===== config.mk =====
export PLATFORM = sky130hd
export DESIGN_NAME = ps2_scancode_rx
export DESIGN_NICKNAME = d
export VERILOG_FILES = /design/src/rtl/ps2_scancode_rx.sv
export SDC_FILE = /design/constraint.sdc
export NUM_CORES = 1
export LEC_CHECK = 0
export BUFFER_PORTS_ARGS = -buffer_cell sky130_fd_sc_hd__buf_2
export CAP_MARGIN = 20
export CORE_MARGIN = 8
export CORE_UTILIZATION = 30
export CTS_BUF_LIST = sky130_fd_sc_hd__clkbuf_8
export DETAILED_ROUTE_END_ITERATION = 8
export PLACE_DENSITY = 0.46
export SLEW_MARGIN = 30
export SYNTH_ARGS = -nofsm -noshare
export SYNTH_HDL_FRONTEND = slang
export SYNTH_SLANG_ARGS = --single-unit

===== constraint.sdc =====
create_clock -name clk -period 2.2 [get_ports clk]
set_input_delay 0.22 -clock clk [delete_from_list [all_inputs] [get_ports clk]]
set_output_delay 0.22 -clock clk [all_outputs]
set_load 0.01 [all_outputs]

===== src/rtl/ps2_scancode_rx.sv =====
// PS/2 keyboard scancode receiver: synchronizes and filters the pins, deframes
// 11-bit device frames and folds E0/F0 prefixes into flags on the decoded code.
module ps2_scancode_rx #(
  parameter int clk_mhz    = 25,
  parameter int timeout_us = 200,
  parameter int filter_len = 8
) (
  input  logic       clk,
  input  logic       reset,
  input  logic       ps2clk,
  input  logic       ps2data,
  output logic [7:0] code,
  output logic       code_valid,
  output logic       is_break,
  output logic       is_extended,
  output logic       frame_err,
  output logic       busy
);

  localparam int CW       = $clog2(filter_len + 1);
  localparam int TO_LIMIT = clk_mhz * timeout_us;
  localparam int TW       = $clog2(TO_LIMIT + 1);

  localparam logic [1:0] IDLE   = 2'd0;
  localparam logic [1:0] DATA   = 2'd1;
  localparam logic [1:0] PARITY = 2'd2;
  localparam logic [1:0] STOP   = 2'd3;

  logic [1:0]            clk_sync_reg;
  logic [1:0]            data_sync_reg;
  logic [filter_len-1:0] data_dly_reg;
  logic [CW-1:0]         filt_cnt_reg;
  logic                  filt_reg;
  logic                  filt_prev_reg;
  logic                  fall;
  logic                  data_s;

  logic [1:0]  state_reg, state_next;
  logic [2:0]  idx_reg;
  logic [7:0]  shift_reg;
  logic        par_acc_reg;
  logic        par_ok_reg;
  logic        ext_reg;
  logic        brk_reg;
  logic [TW-1:0] to_cnt_reg;
  logic        timed_out;

  logic [7:0]  code_reg;
  logic        code_valid_reg;
  logic        is_break_reg;
  logic        is_extended_reg;
  logic        frame_err_reg;
  logic        busy_reg;

  always_ff @(posedge clk) begin
    if (reset) begin
      clk_sync_reg  <= 2'b11;
      data_sync_reg <= 2'b11;
    end else begin
      clk_sync_reg  <= {clk_sync_reg[0], ps2clk};
      data_sync_reg <= {data_sync_reg[0], ps2data};
    end
  end

  // Data is delayed by as many cycles as the clock filter needs to switch,
  // so the sampled bit corresponds to the device's falling edge.
  generate
    for (genvar gi = 0; gi < filter_len; gi++) begin : g_data_dly
      always_ff @(posedge clk) begin
        if (reset) begin
          data_dly_reg[gi] <= 1'b1;
        end else if (gi == 0) begin
          data_dly_reg[gi] <= data_sync_reg[1];
        end else begin
          data_dly_reg[gi] <= data_dly_reg[(gi == 0) ? 0 : gi - 1];
        end
      end
    end
  endgenerate

  assign data_s = data_dly_reg[filter_len-1];

  always_ff @(posedge clk) begin
    if (reset) begin
      filt_reg      <= 1'b1;
      filt_prev_reg <= 1'b1;
      filt_cnt_reg  <= '0;
    end else begin
      filt_prev_reg <= filt_reg;
      if (clk_sync_reg[1] == filt_reg) begin
        filt_cnt_reg <= '0;
      end else if (filt_cnt_reg == CW'(filter_len - 1)) begin
        filt_reg     <= clk_sync_reg[1];
        filt_cnt_reg <= '0;
      end else begin
        filt_cnt_reg <= filt_cnt_reg + 1'b1;
      end
    end
  end

  assign fall      = filt_prev_reg & ~filt_reg;
  assign timed_out = (state_reg != IDLE) && (to_cnt_reg == TW'(TO_LIMIT));

  always_comb begin
    state_next = state_reg;
    if (fall) begin
      case (state_reg)
        IDLE:    if (!data_s) state_next = DATA;
        DATA:    if (idx_reg == 3'd7) state_next = PARITY;
        PARITY:  state_next = STOP;
        STOP:    state_next = IDLE;
        default: state_next = IDLE;
      endcase
    end else if (timed_out) begin
      state_next = IDLE;
    end
  end

  always_ff @(posedge clk) begin
    if (reset) begin
      state_reg       <= IDLE;
      idx_reg         <= 3'd0;
      shift_reg       <= 8'h00;
      par_acc_reg     <= 1'b0;
      par_ok_reg      <= 1'b0;
      ext_reg         <= 1'b0;
      brk_reg         <= 1'b0;
      to_cnt_reg      <= '0;
      code_reg        <= 8'h00;
      code_valid_reg  <= 1'b0;
      is_break_reg    <= 1'b0;
      is_extended_reg <= 1'b0;
      frame_err_reg   <= 1'b0;
      busy_reg        <= 1'b0;
    end else begin
      state_reg      <= state_next;
      busy_reg       <= (state_next != IDLE);
      code_valid_reg <= 1'b0;
      frame_err_reg  <= 1'b0;

      if (state_reg == IDLE || fall) begin
        to_cnt_reg <= '0;
      end else if (!timed_out) begin
        to_cnt_reg <= to_cnt_reg + 1'b1;
      end

      if (fall) begin
        case (state_reg)
          IDLE: begin
            idx_reg     <= 3'd0;
            par_acc_reg <= 1'b0;
          end
          DATA: begin
            shift_reg   <= {data_s, shift_reg[7:1]};
            par_acc_reg <= par_acc_reg ^ data_s;
            if (idx_reg != 3'd7) idx_reg <= idx_reg + 1'b1;
          end
          PARITY: par_ok_reg <= par_acc_reg ^ data_s;
          STOP: begin
            if (data_s && par_ok_reg) begin
              if (shift_reg == 8'hE0) begin
                ext_reg <= 1'b1;
              end else if (shift_reg == 8'hF0) begin
                brk_reg <= 1'b1;
              end else begin
                code_reg        <= shift_reg;
                code_valid_reg  <= 1'b1;
                is_break_reg    <= brk_reg;
                is_extended_reg <= ext_reg;
                ext_reg         <= 1'b0;
                brk_reg         <= 1'b0;
              end
            end else begin
              frame_err_reg <= 1'b1;
              ext_reg       <= 1'b0;
              brk_reg       <= 1'b0;
            end
          end
          default: ;
        endcase
      end
    end
  end

  assign code        = code_reg;
  assign code_valid  = code_valid_reg;
  assign is_break    = is_break_reg;
  assign is_extended = is_extended_reg;
  assign frame_err   = frame_err_reg;
  assign busy        = busy_reg;

endmodule


==> metrics.md, run 1 <==
| Metric | Value |
|---|---|
| Result of the run | `completed` |
| Final wirelength | `4480 um` |
| Fin crit period | `roughly 1.8 ns` |
| Unrepaired setup endpoints after global routing | `no` |
| Min-Delay Endpoint | `data_sync_reg[0]` |
| Syn Std Cell Area | `~2400 sq um` |
| Post-Syn Nets | `about 260` |
| Max Cap Viol | `0` |
| Synth async-reset ratio | `0%` |
| Ys flop type | `dfxtp_1` |
| CTS tree | `done` |
| # DRC | `0` |
| Core ar. | `just under 8000 sq um` |
| H-Tree Depth | `3` |
| Largest net degree at the start of global routing | `48` |
| TritonCTS Sinks | `slightly above 60` |
| Hold Startpoint | `ps2data` |
| Initial Util | `between 30% and 40%` |
| Layout cells sized above 1 | `19.1%` |
| Hold slack | `between 0.05 and 0.06 ns` |
| Reg2Reg Launch Point | `to_cnt_reg[0]` |
| Post-DRT Antenna Nets | `0` |
| Setup TNS | `0 ns` |
| Most Crowded Layer GR | `met2` |
| Leakage power | `roughly 0.95 nW` |
| Crit path launch type | `flip-flop` |
| Initial antenna violation count | `0` |
| Nets | `282` |
| Synth Register Bits | `61` |
| CTS Root Buffer Type | `clkbuf_8` |
| Worst endpoint required time | `approximately 2.4 ns` |
| Die ar. | `about 11000 sq um` |
| Post-synth EDFFs | `0` |
| Final Hold Viols | `0` |
| Vias per cell | `4.62` |
| Crit path DAT | `2.00 ns` |
| Commonest non-fill, non-tap cell in the layout | `dfxtp_1` |
| Fin crit share | `approximately four fifths` |
| Cts hold-fix bufs | `0` |
| Final setup viols | `0` |
| Initial DRC Count | `between 100 and 150` |
| Relative slew slack | `a little under three fifths` |
| Avg Cell Area, Syn | `about 9.4 sq um` |
| Sequential area share after synthesis | `between 50% and 60%` |
| Routability Congestion | `just over 0.7` |
| Die Wd | `105 um` |
| Vias in the first global route | `1686` |
| Setup bufs post-CTS | `0` |
| CP Max Fanout | `6` |
| Largest register FFs | `13` |
| DPL Wire Length | `2920 um` |
| Post-synth top area cell | `dfxtp_1` |
| Wire per inst | `about 12 um` |
| Critical Path End Type | `flip-flop` |
| DR pass1 iterations | `4` |
| Fin util | `35.8%` |
| Endpoint of the worst register-to-register path | `state_reg[1]` |
| Worst Path Class, Setup | `flip-flop to flip-flop` |
| Worst-skew pair later-pin latency | `0.34 ns` |
| Max clock buf depth | `2` |
| Yosys warnings | `0` |
| Synth top area share | `51.0%` |
| Most frequent cells in the layout | `dfxtp_1 (61), nor2_1 (31), nand2_1 (27)` |
| Met1 usage | `10.8%` |
| R2r worst-path depth | `6` |
| Fin. max-slew vios | `0` |
| Via count | `1755` |
| Fmax achieved | `between 0.5 and 0.6 GHz` |
| Tot Pwr | `roughly 2.2 mW` |
| Met3 usage | `between 4 and 5%` |
| Cts repair resizes | `0` |
| Hold Path Class | `primary input to flip-flop` |
| Diodes inserted | `0` |
| Worst Skew | `~0.0073 ns` |
| Placed Area | `about 2600 sq um` |
| Peak VDD IR | `roughly 0.42 mV` |
| # IOs | `17` |
| R2R Setup Slk | `about 0.41 ns` |
| PD cells | `around 800 nW/um^2` |
| Port bufs | `16` |
| Grt ovf | `0` |
| # rows | `32` |
| GRT Total Usage | `8.75%` |
| Total CTS buffers | `9` |
| Met2 usage in global routing | `between 10 and 15%` |
| Area grow syn2layout | `15.5%` |
| Worst Hold Depth | `2` |
| Vert. Die Dim | `~110 um` |
| Slew of the pin with the lowest slew margin | `between 0.6 and 0.7 ns` |
| Finished Cell Area | `~2800 sq um` |
| Clock-pin slew on the worst setup and hold paths | `about 0.070 ns` |
| First-pass GRT wire length | `between 7000 and 8000 um` |
| Mapped Cells | `~260` |
| Main area contributors after synthesis | `dfxtp_1 (51%), nor2_1 (4.9%), nand2_1 (4.2%)` |
| Unique cell type count in the Yosys netlist | `43` |
## worst max-delay path, cell delays in order, from the launching register on
cell and delay, ns:
dfxtp_1 0.36, inv_1 0.09, ha_1 0.15, nand4bb_1 0.14, or4b_4 0.53, o311ai_1 0.29
a21oi_1 0.10
## through the flow
stage | setup WS (ns) | instances
floorplan | 0.566 | 255
global placement | 0.476 | 364
detailed placement | 0.425 | 364
CTS | 0.412 | 380
global route | 0.274 | 380
finish | 0.413 | 380
## cells in the mapped netlist (all sizes together), types with 2 or more instances
cell,count
nor2,32
nand4bb,2
nor3,12
nor4,3
xor2,4
o21a,2
inv,5
nor3b,2
nand2,27
nand2b,2
nand3b,2
nor2b,4
or2,13
a21oi,16
dfxtp,61
o21ai,3
and3,4
clkbuf,7
ha,5
a22oi,2
nand3,7
or3,3
nand4,2
buf,4
xnor2,9
mux2i,10
## logic make-up after synthesis
logic type                 after synthesis  synth area share (%)
DFF                                     61                  51.0
muxes                                   10                  4.18
xor gates and xnor gates                13                  4.76
adders and majority gates                5                  2.61
and+or+nand+nor                        119                  25.9
buffers and inverters                   16                  3.35
AOI/OAI and AO/OA                       31                  8.15
## report_power, final
| group | total (mW) | internal, mW | leakage, nW | switching [mW] |
|---|---|---|---|---|
| clock | 1.03 | 0.561 | 0.0991 | 0.467 |
| combinational | 0.0222 | 0.00737 | 0.361 | 0.0148 |
| sequential | 1.11 | 1.11 | 0.493 | 0.00166 |
| total | 2.16 | 1.68 | 0.952 | 0.484 |
## how the worst max path moves through the flow
stage | start | end | slack (ns) | depth (start not counted)
4_1_cts | to_cnt_reg[0] | state_reg[1] | 0.41 | 6
3_5_place_dp | to_cnt_reg[0] | state_reg[1] | 0.42 | 6
2_1_floorplan | to_cnt_reg[0] | state_reg[1] | 0.57 | 6
3_3_place_gp | to_cnt_reg[0] | state_reg[1] | 0.48 | 6
5_1_grt | to_cnt_reg[0] | state_reg[1] | 0.27 | 6
6_report | to_cnt_reg[0] | state_reg[1] | 0.41 | 6
## area by class of cell
type / count / area (sq um)
inverter: 5 / 18.8
multi-input combinational: 178 / 1090
fill: 804 / 4960
timing repair buffer: 18 / 95.1
tap: 102 / 128
clock inverter: 6 / 71.3
sequential: 61 / 1220
clock buffer: 10 / 138
## per-layer routing
| layer | part of all wire (%) | vias up |
|---|---|---|
| met3 | 4.2 | 5 |
| met5 | 0 | - |
| li1 | - | 916 |
| met4 | 1.3 | 0 |
| met1 | 52 | 804 |
| met2 | 42 | 30 |
Power figures use the tool's default switching activity.
==> inputs of run 2 (changes only) <==
--- a/config.mk
+++ b/config.mk
@@ -11,7 +11,7 @@
 export CORE_UTILIZATION = 30
 export CTS_BUF_LIST = sky130_fd_sc_hd__clkbuf_8
 export DETAILED_ROUTE_END_ITERATION = 8
-export PLACE_DENSITY = 0.46
+export PLACE_DENSITY = 0.48
 export SLEW_MARGIN = 30
 export SYNTH_ARGS = -nofsm -noshare
 export SYNTH_HDL_FRONTEND = slang
==> constraint.sdc (replaced) <==
create_clock -name clk -period 1.5 [get_ports clk]
set_input_delay 0.15 -clock clk [delete_from_list [all_inputs] [get_ports clk]]
set_output_delay 0.15 -clock clk [all_outputs]
set_load 0.01 [all_outputs]
==> metrics.md, run 2 (same netlist as run 1, synthesis figures left out) <==
| Metric | Value |
|---|---|
| # rows | `32 (unchanged)` |
| Cells along the critical path | `inv_2 > ha_4 > nand4bb_1 > or4b_4 > o311ai_2 > a21oi_1` |
| Result of the run | `finished, violations left` |
| Finished Cell Area | `3140 sq um (+13%)` |
| Grt ovf | `0 (unchanged)` |
| Unrepaired setup endpoints after global routing | `yes` |
| Fin crit share | `110% (+28 points)` |
| CP Max Fanout | `3 (-3)` |
| Area grow syn2layout | `31.1%` |
| Wire per inst | `12.0 um (+2.1%)` |
| Initial antenna violation count | `0 (unchanged)` |
| DR pass1 iterations | `4 (unchanged)` |
| Initial Util | `31.0% (unchanged)` |
| GRT Total Usage | `9.52% (+0.77 points)` |
| Fmax achieved | `0.609 GHz (+8.8%)` |
| Die Wd | `105 um (unchanged)` |
| Bufs and invs on worst path | `1 (unchanged)` |
| Commonest non-fill, non-tap cell in the layout | `dfxtp_1` |
| Filler cells | `760 (-5.5%)` |
| Routability Congestion | `0.734 (+2.7%)` |
| Leakage power | `1.14 nW (+20%)` |
| CTS Root Buffer Type | `clkbuf_8` |
| H-Tree Depth | `3 (unchanged)` |
| Fin crit period | `1.64 ns (-0.144 ns)` |
| Crit path launch type | `flip-flop` |
| Largest register FFs | `13 (unchanged)` |
| Final Hold Viols | `0 (unchanged)` |
| Worst endpoint required time | `1.70 ns (-0.71 ns)` |
| Total CTS buffers | `9 (unchanged)` |
| Relative slew slack | `69.1% (+13 points)` |
| Vias per cell | `4.45 (-3.7%)` |
| Fin. max-slew vios | `0 (unchanged)` |
| Post-DRT Antenna Nets | `0 (unchanged)` |
| Final wirelength | `4990 um (+12%)` |
| # IOs | `17 (unchanged)` |
| Crit path DAT | `1.84 ns (-0.16 ns)` |
| Non-Filler Instances | `415 (+9.2%)` |
| Nets | `317 (+12%)` |
| Via count | `1846 (+5.2%)` |
| Max Cap Viol | `0 (unchanged)` |
| Port bufs | `16 (unchanged)` |
| Slew of the pin with the lowest slew margin | `0.459 ns (-0.201 ns)` |
| Peak VDD IR | `0.658 mV (+56%)` |
| Cells after DPL | `394 (+8.2%)` |
| Critical Path End Type | `flip-flop` |
| Initial DRC Count | `60 (-43%)` |
| Multi-input gate area | `1180 sq um (+7.9%)` |
| Setup WS post-layout | `-0.143 ns (-0.556 ns)` |
| Worst Skew | `0.0123 ns (+0.00501 ns)` |
| Family with the most delay on the worst path | `simple AND/OR/NAND/NOR gates` |
| Slowest cell on crit path | `or4b_4` |
| Largest net degree at the start of global routing | `48 (unchanged)` |
| Failing checks | `setup timing` |
| R2R Setup Slk | `-0.14 ns (-0.56 ns)` |
| Vias in the first global route | `1905 (+13%)` |
| CTS tree | `done` |
| Core ar. | `7730 sq um (unchanged)` |
| Max clock buf depth | `2 (unchanged)` |
| Vert. Die Dim | `105 um (unchanged)` |
| Worst Path Class, Setup | `flip-flop to flip-flop` |
| Layout cells sized above 1 | `34.8% (+16 points)` |
| Register area | `1230 sq um (+1.0%)` |
| # DRC | `0 (unchanged)` |
| First-pass GRT wire length | `8630 um (+9.6%)` |
| Hold Path Class | `primary input to flip-flop` |
| Final setup viols | `6 (+6)` |
| Most frequent cells in the layout | `dfxtp_1 (51), buf_4 (33), nor2_1 (30)` |
| CP max stage delay | `0.55 ns (+0.02 ns)` |
| TritonCTS Sinks | `61 (unchanged)` |
| DPL Wire Length | `3220 um (+10%)` |
| Worst-skew pair later-pin latency | `0.33 ns (about the same)` |
| Clock-pin slew on the worst setup and hold paths | `0.07 ns (about the same)` |
| Diodes inserted | `0 (unchanged)` |
| PD cells | `1010 nW/um^2 (+29%)` |
| Die ar. | `11100 sq um (unchanged)` |
| Placed Area | `2780 sq um (+8.8%)` |
-- run 2: metrics by stage --
| stage | hold WS, ns | utilization [%] | power [mW] | setup TNS [ns] | setup slack (ns) |
|---|---|---|---|---|---|
| after floorplan | 0.254 | - | 1.69 | -0.179 | -0.134 |
| after global placement | 0.336 | 36.0 | 1.70 | -0.729 | -0.164 |
| after detailed placement | 0.337 | 36.0 | 1.70 | -0.774 | -0.172 |
| after CTS | 0.141 | 39.6 | 3.22 | -0.734 | -0.166 |
| after global routing | 0.144 | 40.6 | 3.29 | -0.935 | -0.176 |
| final | 0.141 | 40.6 | 3.16 | -0.603 | -0.143 |
-- run 2: final timing paths --
| kind | cells after the start | end | from |
|---|---|---|---|
| setup / recovery | 6 | state_reg[1] | to_cnt_reg[0] |
| hold / removal | 3 | to_cnt_reg[2] | reset |
| setup reg to reg | 6 | state_reg[1] | to_cnt_reg[0] |
| hold reg to reg | 1 | data_dly_reg[6] | data_dly_reg[5] |
-- run 2: layout make-up --
cell class | instances | area share, %
inverter | 5 | 0.598
tap | 102 | 4.07
sequential | 61 | 39.3
timing repair buffer | 53 | 11.8
clock inverter | 6 | 2.23
clock buffer | 10 | 4.39
multi-input combinational | 178 | 37.6
-- run 2: worst register-to-register path, delay by kind of cell, from the launching register on --
kind	cells	cell delay, ns
flip-flops	1	0.33
AND/OR/NAND/NOR	2	0.69
adder cells (fa/ha/maj)	1	0.12
buffers and inverters	1	0.07
AO/OA/AOI/OAI	2	0.32
-- run 2: repair_timing --
item / 4_1_cts / 5_1_grt
resized for setup: 12 / 18
setup endpoints to repair: 6 / 20
buffers inserted: 2 / 1
hold endpoints to repair: 2 / 0
pin swaps: 6 / 3
hold buffers: 2 / 0
-- run 2: report_power, final --
| part | total, mW | switching (mW) | internal, mW |
|---|---|---|---|
| combinational | 0.0372 | 0.0230 | 0.0142 |
| clock | 1.49 | 0.674 | 0.820 |
| sequential | 1.63 | 0.00245 | 1.63 |
-- run 2: metal layers --
layer / share of wire [%] / up-vias / track usage, %
met5: 0 / - / 0
met4: 1.6 / 0 / 4.69
met3: 2.7 / 7 / 3.71
met2: 45 / 15 / 15.2
met1: 51 / 848 / 10.9
li1: - / 976 / -
==> inputs of run 3 (changes only) <==
--- a/config.mk
+++ b/config.mk
@@ -6,12 +6,12 @@
 export NUM_CORES = 1
 export LEC_CHECK = 0
 export BUFFER_PORTS_ARGS = -buffer_cell sky130_fd_sc_hd__buf_2
-export CAP_MARGIN = 20
 export CORE_MARGIN = 8
-export CORE_UTILIZATION = 30
+export CORE_UTILIZATION = 55
 export CTS_BUF_LIST = sky130_fd_sc_hd__clkbuf_8
 export DETAILED_ROUTE_END_ITERATION = 8
-export PLACE_DENSITY = 0.48
+export PLACE_DENSITY = 0.78
+export SETUP_SLACK_MARGIN = 0.1
 export SLEW_MARGIN = 30
 export SYNTH_ARGS = -nofsm -noshare
 export SYNTH_HDL_FRONTEND = slang
==> metrics.md, run 3 (same netlist as run 1, synthesis figures left out) <==
| Metric | Value |
|---|---|
| Switching pwr | `631 uW (-9.8%)` |
| Worst Skew | `0.00821 ns (-0.00409 ns)` |
| Core ar. | `4260 sq um (-45%)` |
| Grt ovf | `0 (unchanged)` |
| Relative slew slack | `66.1% (-3.0 points)` |
| Fin crit share | `111% (+1.2 points)` |
| Endpoint of the worst register-to-register path | `state_reg[0]` |
| Diodes inserted | `0 (unchanged)` |
| Crit path launch type | `flip-flop` |
| Layout cells sized above 1 | `38.7% (+3.9 points)` |
| R2r worst-path depth | `7 (+1)` |
| Max Cap Viol | `0 (unchanged)` |
| Final wirelength | `5490 um (+9.9%)` |
| Fmax achieved | `0.602 GHz (-1.1%)` |
| R2R Setup Slk | `-0.16 ns (-0.02 ns)` |
| Cells after DPL | `345 (-12%)` |
| Hold Path Class | `primary input to flip-flop` |
| Vias per cell | `5.26 (+18%)` |
| Largest net degree at the start of global routing | `48 (unchanged)` |
| H-Tree Depth | `3 (unchanged)` |
| Initial antenna violation count | `0 (unchanged)` |
| Worst-skew pair later-pin latency | `0.33 ns (about the same)` |
| CP Max Fanout | `3 (unchanged)` |
| Fin util | `76.2% (+36 points)` |
| Leakage power | `1.24 nW (+8.5%)` |
| Routability Congestion | `0.827 (+13%)` |
| Finished Cell Area | `3250 sq um (+3.6%)` |
| Clock power frac | `46.5% (-0.8 points)` |
| Port bufs | `16 (unchanged)` |
| Worst endpoint required time | `1.70 ns (about the same)` |
| Largest register FFs | `13 (unchanged)` |
| Unrepaired setup endpoints after global routing | `yes` |
| Vert. Die Dim | `82.0 um (-22%)` |
| Sw Ratio | `20.2% (-1.9 points)` |
| Via count | `1972 (+6.8%)` |
| Initial DRC Count | `102 (+70%)` |
| Worst Hold Depth | `4 (+1)` |
| Hold Startpoint | `reset` |
| Final Hold Viols | `0 (unchanged)` |
| # DRC | `0 (unchanged)` |
| Critical Path End Type | `flip-flop` |
| Internal Pwr Total | `2.48 mW (+0.95%)` |
| Crit. Startpoint | `to_cnt_reg[1]` |
| Worst Path Class, Setup | `flip-flop to flip-flop` |
| Area grow syn2layout | `35.8%` |
| GRT Total Usage | `15.9% (+6.3 points)` |
| Placed Area | `2740 sq um (-1.6%)` |
| Post-DRT Antenna Nets | `0 (unchanged)` |
| Max clock buf depth | `2 (unchanged)` |
| Slew of the pin with the lowest slew margin | `0.503 ns (+0.0445 ns)` |
| Fin crit period | `1.66 ns (+0.0180 ns)` |
| Die Wd | `82.0 um (-22%)` |
| Vias in the first global route | `1881 (-1.3%)` |
| Fin. max-slew vios | `0 (unchanged)` |
| Register share of total power | `52.3% (+0.8 points)` |
| Crit path DAT | `1.86 ns (+0.02 ns)` |
| DR pass1 iterations | `4 (unchanged)` |
| Peak VDD IR | `0.800 mV (+22%)` |
| Total CTS buffers | `9 (unchanged)` |
| CTS Root Buffer Type | `clkbuf_8` |
| Most frequent cells in the layout | `dfxtp_1 (54), buf_4 (39), nor2_1 (30)` |
| Min-Delay Endpoint | `to_cnt_reg[9]` |
| Final setup viols | `6 (unchanged)` |
| CTS tree | `done` |
| # IOs | `17 (unchanged)` |
| Die ar. | `6720 sq um (-39%)` |
| Wire per inst | `14.6 um (+22%)` |
| Nets | `328 (+3.5%)` |
| Non-Filler Instances | `375 (-9.6%)` |
| Result of the run | `finished, violations left` |
| PD cells | `958 nW/um^2 (-4.9%)` |
| # rows | `24 (-25%)` |
| Failing checks | `setup timing` |
| Reg2Reg Launch Point | `to_cnt_reg[1]` |
| Comb pwr share | `1.2% (about the same)` |
| First-pass GRT wire length | `8210 um (-4.8%)` |
| Commonest non-fill, non-tap cell in the layout | `dfxtp_1` |
| Setup WS post-layout | `-0.161 ns (-0.0180 ns)` |
| Clock-pin slew on the worst setup and hold paths | `0.06 ns (about the same)` |
| Initial Util | `56.1% (+25 points)` |
| TritonCTS Sinks | `61 (unchanged)` |
| DPL Wire Length | `3250 um (+0.97%)` |
[run 3: worst max path at each step]
stage,end,slack [ns],cells past startpoint
3_5_place_dp,to_cnt_reg[1],-0.20,7
3_3_place_gp,state_reg[1],-0.13,6
5_1_grt,busy,-0.22,7
4_1_cts,state_reg[1],-0.17,6
6_report,state_reg[0],-0.16,7
2_1_floorplan,state_reg[1],-0.13,6
[run 3: area by class of cell]
class | instances | area, sq um
multi-input cells | 178 | 1260
repair buffers | 64 | 472
inverters | 5 | 18.8
flip-flops and latches | 61 | 1230
fillers | 278 | 1010
clock inverters | 4 | 47.5
well taps | 52 | 65.1
clock buffers | 11 | 151
[run 3: what timing repair did]
| item | 4_1_cts | 5_1_grt |
|---|---|---|
| pin swaps | 11 | 11 |
| setup endpoints to repair | 20 | 28 |
| hold endpoints to repair | 2 | 0 |
| gates cloned | 1 | 0 |
| buffers inserted | 4 | 9 |
| hold buffers | 2 | 0 |
| gates resized for setup | 20 | 24 |
[run 3: worst max-delay path, stage by stage (launching register included)]
cell	delay, ns
dfxtp_2	0.33
inv_2	0.06
ha_4	0.12
nand4bb_1	0.14
or4b_4	0.55
buf_6	0.15
nor2_4	0.10
o32ai_1	0.08
[run 3: metrics by stage]
stage / hold slack [ns] / setup WS [ns] / power (mW) / setup TNS (ns)
3_3_place_gp: 0.334 / -0.132 / 1.70 / -0.627
3_5_place_dp: 0.338 / -0.195 / 1.70 / -0.916
2_1_floorplan: 0.254 / -0.129 / 1.69 / -0.129
4_1_cts: 0.237 / -0.173 / 3.13 / -1.31
6_report: 0.269 / -0.161 / 3.11 / -0.907
5_1_grt: 0.275 / -0.220 / 3.20 / -1.18
[run 3: per-layer routing]
| metal | routed length, um | up-vias | track usage [%] |
|---|---|---|---|
| met1 | 2400 | 917 | 18.0 |
| li1 | - | 999 | - |
| met3 | 226 | 14 | 4.38 |
| met5 | 0 | - | 0 |
| met4 | 138 | 0 | 8.77 |
| met2 | 2720 | 42 | 26.4 |
[run 3: power groups by stage]
stage,sequential [mW],combinational [mW],clock (mW)
after floorplan,1.66,0.0232,0
after global placement,1.67,0.0318,0
after detailed placement,1.67,0.0326,0
after CTS,1.63,0.0367,1.46
after global routing,1.63,0.0406,1.53
final,1.63,0.0366,1.45
